$ cat config.mk
export PLATFORM = sky130hd
export DESIGN_NAME = credit_counter
export DESIGN_NICKNAME = d
export VERILOG_FILES = /design/src/rtl/credit_counter.sv
export SDC_FILE = /design/constraint.sdc
export NUM_CORES = 1
export LEC_CHECK = 0
export ABC_CLOCK_PERIOD_IN_PS = 7400
export BUFFER_PORTS_ARGS = -buffer_cell sky130_fd_sc_hd__buf_2
export CAP_MARGIN = 10
export CELL_PAD_IN_SITES_DETAIL_PLACEMENT = 0
export CELL_PAD_IN_SITES_GLOBAL_PLACEMENT = 1
export CORE_MARGIN = 4
export CORE_UTILIZATION = 49
export DETAILED_ROUTE_END_ITERATION = 10
export GPL_ROUTABILITY_DRIVEN = 0
export PLACE_DENSITY_LB_ADDON = 0.15
export REMOVE_ABC_BUFFERS = 1
export SKIP_CTS_REPAIR_TIMING = 1
export SYNTH_ARGS = -nofsm -noshare
export SYNTH_HDL_FRONTEND = slang
export SYNTH_SLANG_ARGS = --single-unit
$ cat constraint.sdc
create_clock -name clk -period 7.4 [get_ports clk]
set_clock_uncertainty 0.15 [all_clocks]
set_input_delay 1.48 -clock clk [delete_from_list [all_inputs] [get_ports clk]]
set_output_delay 1.48 -clock clk [all_outputs]
set_load 0.02 [all_outputs]
$ cat src/rtl/credit_counter.sv
// credit_counter
//   Producer side of the credit display path. Synchronizes and debounces the
//   raw coin button, adds credits per accepted press (saturating at
//   MAX_CREDITS), and serves start-game requests by consuming one credit and
//   answering with a one-cycle grant or deny pulse.
//
// Ports
//   clk           in   system clock, rising edge
//   reset         in   synchronous, active-high reset
//   coinIn        in   raw asynchronous coin button, 1 = pressed
//   startRequest  in   level from the game FSM, rising edge is a request
//   creditNumber  out  [3:0] current balance, registered
//   noCredit      out  1 when creditNumber == 0, registered
//   coinAccepted  out  one-cycle pulse per accepted coin press
//   startGrant    out  one-cycle pulse, a credit was consumed
//   startDenied   out  one-cycle pulse, request arrived with zero balance
module credit_counter #(
   parameter int MAX_CREDITS      = 9,
   parameter int CREDITS_PER_COIN = 1,
   parameter int DEBOUNCE_CYCLES  = 500000
) (
   input  logic       clk,
   input  logic       reset,
   input  logic       coinIn,
   input  logic       startRequest,
   output logic [3:0] creditNumber,
   output logic       noCredit,
   output logic       coinAccepted,
   output logic       startGrant,
   output logic       startDenied
);

   localparam int CNT_W = $clog2(DEBOUNCE_CYCLES);
   localparam logic [CNT_W-1:0] CNT_LAST = CNT_W'(DEBOUNCE_CYCLES - 1);

   typedef enum logic [1:0] {
      IDLE         = 2'd0,
      PRESS_WAIT   = 2'd1,
      HELD         = 2'd2,
      RELEASE_WAIT = 2'd3
   } coin_state_e;

   // Clamp the 6-bit running sum to the display ceiling.
   function automatic logic [3:0] sat_credit(input logic [5:0] s);
      if (s > 6'(MAX_CREDITS)) return 4'(MAX_CREDITS);
      else                     return s[3:0];
   endfunction

   logic              sync1_q;
   logic              sync2_q;
   logic              coinS;
   coin_state_e       state_q, state_d;
   logic [CNT_W-1:0]  cnt_q, cnt_d;
   logic              startReq_q;
   logic              startEdge;
   logic              consume;
   logic [3:0]        credit_q, credit_d;
   logic              noCredit_q;
   logic              grant_q, deny_q;
   logic [5:0]        sum;

   // ---- stage: two-flop synchronizer on the raw button
   always_ff @(posedge clk) begin
      if (reset) begin
         sync1_q <= 1'b0;
         sync2_q <= 1'b0;
      end else begin
         sync1_q <= coinIn;
         sync2_q <= sync1_q;
      end
   end

   assign coinS = sync2_q;

   // ---- stage: coin debounce FSM (state register)
   always_ff @(posedge clk) begin
      if (reset) begin
         state_q <= IDLE;
         cnt_q   <= '0;
      end else begin
         state_q <= state_d;
         cnt_q   <= cnt_d;
      end
   end

   // Next state: the counter measures how long coinS has held its new level.
   always_comb begin
      state_d = state_q;
      cnt_d   = cnt_q;
      case (state_q)
         IDLE: begin
            if (coinS) begin
               state_d = PRESS_WAIT;
               cnt_d   = '0;
            end
         end
         PRESS_WAIT: begin
            if (!coinS)                state_d = IDLE;
            else if (cnt_q == CNT_LAST) state_d = HELD;
            else                       cnt_d   = cnt_q + CNT_W'(1);
         end
         HELD: begin
            if (!coinS) begin
               state_d = RELEASE_WAIT;
               cnt_d   = '0;
            end
         end
         RELEASE_WAIT: begin
            if (coinS)                 state_d = HELD;
            else if (cnt_q == CNT_LAST) state_d = IDLE;
            else                       cnt_d   = cnt_q + CNT_W'(1);
         end
         default: state_d = IDLE;
      endcase
   end

   // Output: the accept pulse is the last confirming cycle of PRESS_WAIT,
   // so it lasts exactly the cycle before the move to HELD.
   always_comb begin
      coinAccepted = (state_q == PRESS_WAIT) && coinS && (cnt_q == CNT_LAST);
   end

   // ---- stage: start edge detect and balance update
   assign startEdge = startRequest & ~startReq_q;
   // Decision uses the pre-update balance, so a coin arriving in the same
   // cycle cannot fund a request made at zero balance.
   assign consume   = startEdge & (credit_q != 4'd0);

   always_comb begin
      sum      = {2'b00, credit_q}
               + (coinAccepted ? 6'(CREDITS_PER_COIN) : 6'd0)
               - {5'd0, consume};
      credit_d = sat_credit(sum);
   end

   always_ff @(posedge clk) begin
      if (reset) begin
         startReq_q <= 1'b0;
         credit_q   <= 4'd0;
         noCredit_q <= 1'b1;
         grant_q    <= 1'b0;
         deny_q     <= 1'b0;
      end else begin
         startReq_q <= startRequest;
         credit_q   <= credit_d;
         noCredit_q <= (credit_d == 4'd0);
         grant_q    <= consume;
         deny_q     <= startEdge & (credit_q == 4'd0);
      end
   end

   assign creditNumber = credit_q;
   assign noCredit     = noCredit_q;
   assign startGrant   = grant_q;
   assign startDenied  = deny_q;

endmodule

Word-level counts from Yosys, hierarchy flattened --
Cells that the tools add are included.
Cells by class: $add $sub $neg 3, $mul 0, divide/modulo/power cells 0, order comparisons 1, equality and inequality tests 10, shifts and indexed selects 0, mux-type cells 15, bitwise logic cells 4, reduce and logical (&&, ||, !) cells 8
Operators with widths (count):
- two-way mux 19 bit | 5
- one-hot mux 19 bit (4 select lines) | 1
- adder 19 x 1 -> 19 bit (second input constant) | 1
- == test 19 bit (second input constant) | 1
- two-way mux 2 bit | 6
- zero test 4 bit | 2
- != test 2 bit (second input constant) | 4
- one-hot mux 2 bit (4 select lines) | 1
- AND reduction 4 bit | 2
- greater-than comparator 6 x 4 -> 1 bit (second input constant) | 1
- != test 3 bit (second input constant) | 2
- subtractor 5 x 1 -> 6 bit | 1
- adder 4 x 1 -> 5 bit | 1
- == test 2 bit (second input constant) | 2
- two-way mux 4 bit | 1
- nonzero test 4 bit | 1
- AND 1 bit | 3
- == test 2 x 1 -> 1 bit (second input constant) | 1
- logical AND 1 bit | 2
- zero test 2 bit | 1
- two-way mux 1 bit | 1
- inverter 1 bit | 1
Word-level totals: register bits after elaboration 31, bits in latches 0, memory bits (writable) 0, ROM bits 0, bits of input ports 4, output and inout port bits 8, logic and storage cells 50, memories 0

Logic depth before layout (Yosys ltp) --
depth after elaboration 9, gate-level depth with buffers 13, mapped depth without buffers 13

Worst setup path before layout --
Ideal clock, no wire load.
path kind in2reg, start point input port startRequest, end point register credit_q[0] (netlist: creditNumber[0]), setup time 0.120 ns, data arrival time 3.247 ns, data required time 7.130 ns, slack 3.884 ns, cell stages on the path 10, buffers on the path 0, cells stage by stage nor3b_1 ha_1 inv_1 ha_1 fa_1 xnor2_1 nand2b_1 a21oi_1 a21oi_1 o31a_1
Between the ends: longest elaborated chain between the ends 5
RTL lines:
- start, declared | line 25 | input logic startRequest,
- AND 1 bit (*) | line 124 | assign startEdge = startRequest & ~startReq_q;
- AND 1 bit (*) | line 127 | assign consume = startEdge & (credit_q != 4'd0);
- subtractor 5 x 1 -> 6 bit (*) | line 132 | - {5'd0, consume};
- greater-than comparator 6 x 4 -> 1 bit | line 45 | if (s > 6'(MAX_CREDITS)) return 4'(MAX_CREDITS);
- two-way mux 4 bit (*) | line 45
- end signal, assigned | line 145 | credit_q <= credit_d;
- end, declared | line 57 | logic [3:0] credit_q, credit_d;
Every way passes the cells marked *; elsewhere a longest branch is shown, timed or not. A chain may end at the register's enable or synchronous reset.

Final worst setup path --
start point register cnt_q[4], end point output port coinAccepted
Between the ends: longest elaborated chain between the ends 2
RTL lines:
- start, declared | line 53 | logic [CNT_W-1:0] cnt_q, cnt_d;
- start signal, assigned | line 82 | cnt_q <= cnt_d;
- == test 19 bit | line 120 | coinAccepted = (state_q == PRESS_WAIT) && coinS && (cnt_q == CNT_LAST);
- logical AND 1 bit | line 120
- end, declared | line 28 | output logic coinAccepted,
Every way passes these cells.

==> out/metrics.yaml <==
setup_path:
  reg2reg_depth: 12
  crit_required_ns: 5.77
  r2r_end: "noCredit"
  timing.reg2reg.setup_slack_ns: 3.70
  reg2reg_from: "cnt_q[4]"
  cp-end-kind: "output pin"
  path_class: "register to output pin"
  arrival_ns: 2.11
  startpoint_type: "register"
  cp_max_fo: 8
floorplanning:
  die_h_microns: 65.97
  io_pins: 12
  rows: 20
  die_x_microns: 65.97
  core_area_sq_um: 3128
  dieArea_sq_um: 4352
  start_util: 0.5264
hold_path:
  hold_class: "register to register"
  hold_path_end: "coinS"
  hold-path-cell-count: 1
  hold_path.startpoint: "sync1_q"
place:
  placed_area_sq_um: 1749
  dp_hpwl_microns: 2500
  dp.cells: 237
  port_buffers: 11
route:
  wl_per_cell_microns: 14.19
  drt_wl_total_microns: 3476
  avgViaCountPerCell: 5.849
  ant_nets: 0
  drt_pass1_iterations: 5
  drc_errors: 0
  vias: 1433
  drt_iter0_markers: 106
cts:
  cts_buffers: 5
  clock_sinks: 31
  cts_buffer_depth: 2
  cts_root_buf: "clkbuf_4"
  cts_tree: "done"
  htreeDepth: 2
  clk-insertion-delay-late_ns: 0.33
  clkTransAtPathRegs_ns: 0.09
timing:
  fin_hold_ws_ns: 0.3045
  rsz0062_at_grt: "false"
  max_freq_mhz: 267.6
  setup_viol: 0
  finalCritPeriodShare: 0.5050
  final_max_slew_viol_count: 0
  tightest_slew_ns: 0.5741
  slew_headroom: 0.6147
  finalHoldViolCount: 0
  setup_tns_ns: 0
  period_minus_slack_ns: 3.737
yosys:
  synth_area_sq_um: 1647
  yosys.area.top_type: "dfxtp_1"
  synth_commonest_cells: "dfxtp_1, nor2_1, nand2_1"
  ys_types: 47
  synthFlopType: "dfxtp_1"
  synth.area.top_cells: "dfxtp_1, ha_1, xnor2_1"
  async_reset_ff_frac: 0
  synth_seq_cells: 31
  synth.most_common_cell: "dfxtp_1"
  seq_area_frac_synth: 0.3769
  yosys_warnings: 0
  syn_inst: 184
  synth_edf_count: 0
  avgSynthCellArea_sq_um: 8.949
  synth_top_area_frac: 0.3769
global_route:
  globalRouteOverflowTotal: 0
  grt.total_usage: 0.1802
  grt_pass1_wl_microns: 5954
  grt_max_degree: 15
  antenna_found_initial: 0
  grt_pass1_vias: 1307
power:
  ir_worst_vdd_uv: 200.0
  power-per-cell-area_nw_per_um2: 239.5
  p_total_uw: 435.3
  p_leak_uw: 0.0007539
cells_and_area:
  drive_above_1_share: 0.1493
  syn2layout_area_growth_pct: 10.41
  insertedDiodeCount: 0
  fillers: 281
  fin_nets: 213
  fin_cells: 245
  finish.instance_area_sq_um: 1818
job:
  maxCapViolations: 0
run_status:
  outcome: "finished clean"
-- final cells by class --
class                      instances  area [sq um]  area share
inverter                          10         37.54     0.02065
timing repair buffer              11         55.05     0.03028
sequential                        31         620.6      0.3414
clock buffer                       8         68.82     0.03785
tap                               44         55.05     0.03028
multi-input combinational        141         980.9      0.5396
-- state kept, by name, summed over array words and instances (netlist names), named ones only --
name          cells
cnt_q            19
creditNumber      4
coinS             1
noCredit          1
startDenied       1
startGrant        1
startReq_q        1
state_q           1
sync1_q           1
-- power breakdown --
group	internal [uW]	switching (uW)	leakage [uW]	total (uW)
clock network	55.8	57.5	0.0000386	113
logic	54.3	81.6	0.000463	136
registers	179	7.14	0.000252	186
total	289	146	0.000754	435
-- placed cells by master, fill, tap and decap left out, types with 2 or more instances in the layout --
| cell type | Yosys | layout |
|---|---|---|
| xor2_1 | 2 | 2 |
| and3_1 | 5 | 5 |
| o31ai_1 | 2 | 2 |
| nor3b_1 | 3 | 3 |
| nand4_1 | 6 | 6 |
| nor2_1 | 15 | 15 |
| a31o_2 | 2 | 2 |
| o21ai_0 | 2 | 2 |
| nand2_1 | 14 | 14 |
| clkbuf_8 | 0 | 2 |
| and4_1 | 2 | 2 |
| a22o_2 | 2 | 2 |
| buf_2 | 0 | 11 |
| clkbuf_4 | 0 | 5 |
| dfxtp_1 | 31 | 31 |
| a21o_1 | 4 | 4 |
| or3_1 | 3 | 3 |
| nor4b_1 | 2 | 2 |
| or4_1 | 3 | 3 |
| nor2b_1 | 4 | 4 |
| nand3_1 | 9 | 9 |
| xnor2_1 | 7 | 7 |
| inv_1 | 10 | 10 |
| a31oi_1 | 5 | 5 |
| a21oi_1 | 9 | 9 |
| ha_1 | 8 | 8 |
| a211o_1 | 4 | 4 |
| nor3_1 | 7 | 7 |
-- stage by stage --
stage | util | worst slack [ns]
4_1_cts | 0.5812 | 3.685
5_1_grt | 0.5812 | 3.551
3_5_place_dp | 0.5592 | 3.609
2_1_floorplan | - | 3.884
3_3_place_gp | 0.5592 | 3.699
6_report | 0.5812 | 3.663
-- worst max-delay path, cell delays in order (launching register included) --
cell	delay [ns]
dfxtp_1	0.48
or4b_1	0.52
nor3_4	0.33
nand4_1	0.21
inv_1	0.08
buf_2	0.16
-- layer usage --
| layer | wire length (microns) | vias to the layer above | GRT usage | share of wire |
|---|---|---|---|---|
| met5 | 0 | - | 0 | 0 |
| met4 | 55 | 0 | 0.08122 | 0.016 |
| met3 | 247 | 7 | 0.04762 | 0.071 |
| met2 | 1490 | 47 | 0.2553 | 0.43 |
| met1 | 1682 | 673 | 0.2534 | 0.48 |
| li1 | - | 706 | - | - |
-- logic make-up after synthesis --
logic type,count (synthesis),synth area share
DFF,31,0.3769
buffers and inverters,12,0.02736
adders and majority gates,9,0.07295
muxes,2,0.01292
xor gates and xnor gates,9,0.04788
AOI/OAI and AO/OA,38,0.1664
and+or+nand+nor,83,0.2956
-- worst max-delay path by stage --
stage	slack [ns]	cells past startpoint	end	from
floorplan	3.88	10	creditNumber[0]	startRequest
global placement	3.70	11	creditNumber[0]	startRequest
detailed placement	3.61	11	noCredit	startRequest
CTS	3.69	5	coinAccepted	cnt_q[4]
global route	3.55	12	noCredit	cnt_q[6]
finish	3.66	5	coinAccepted	cnt_q[4]
No activity file was read; power rests on OpenSTA's default activity.
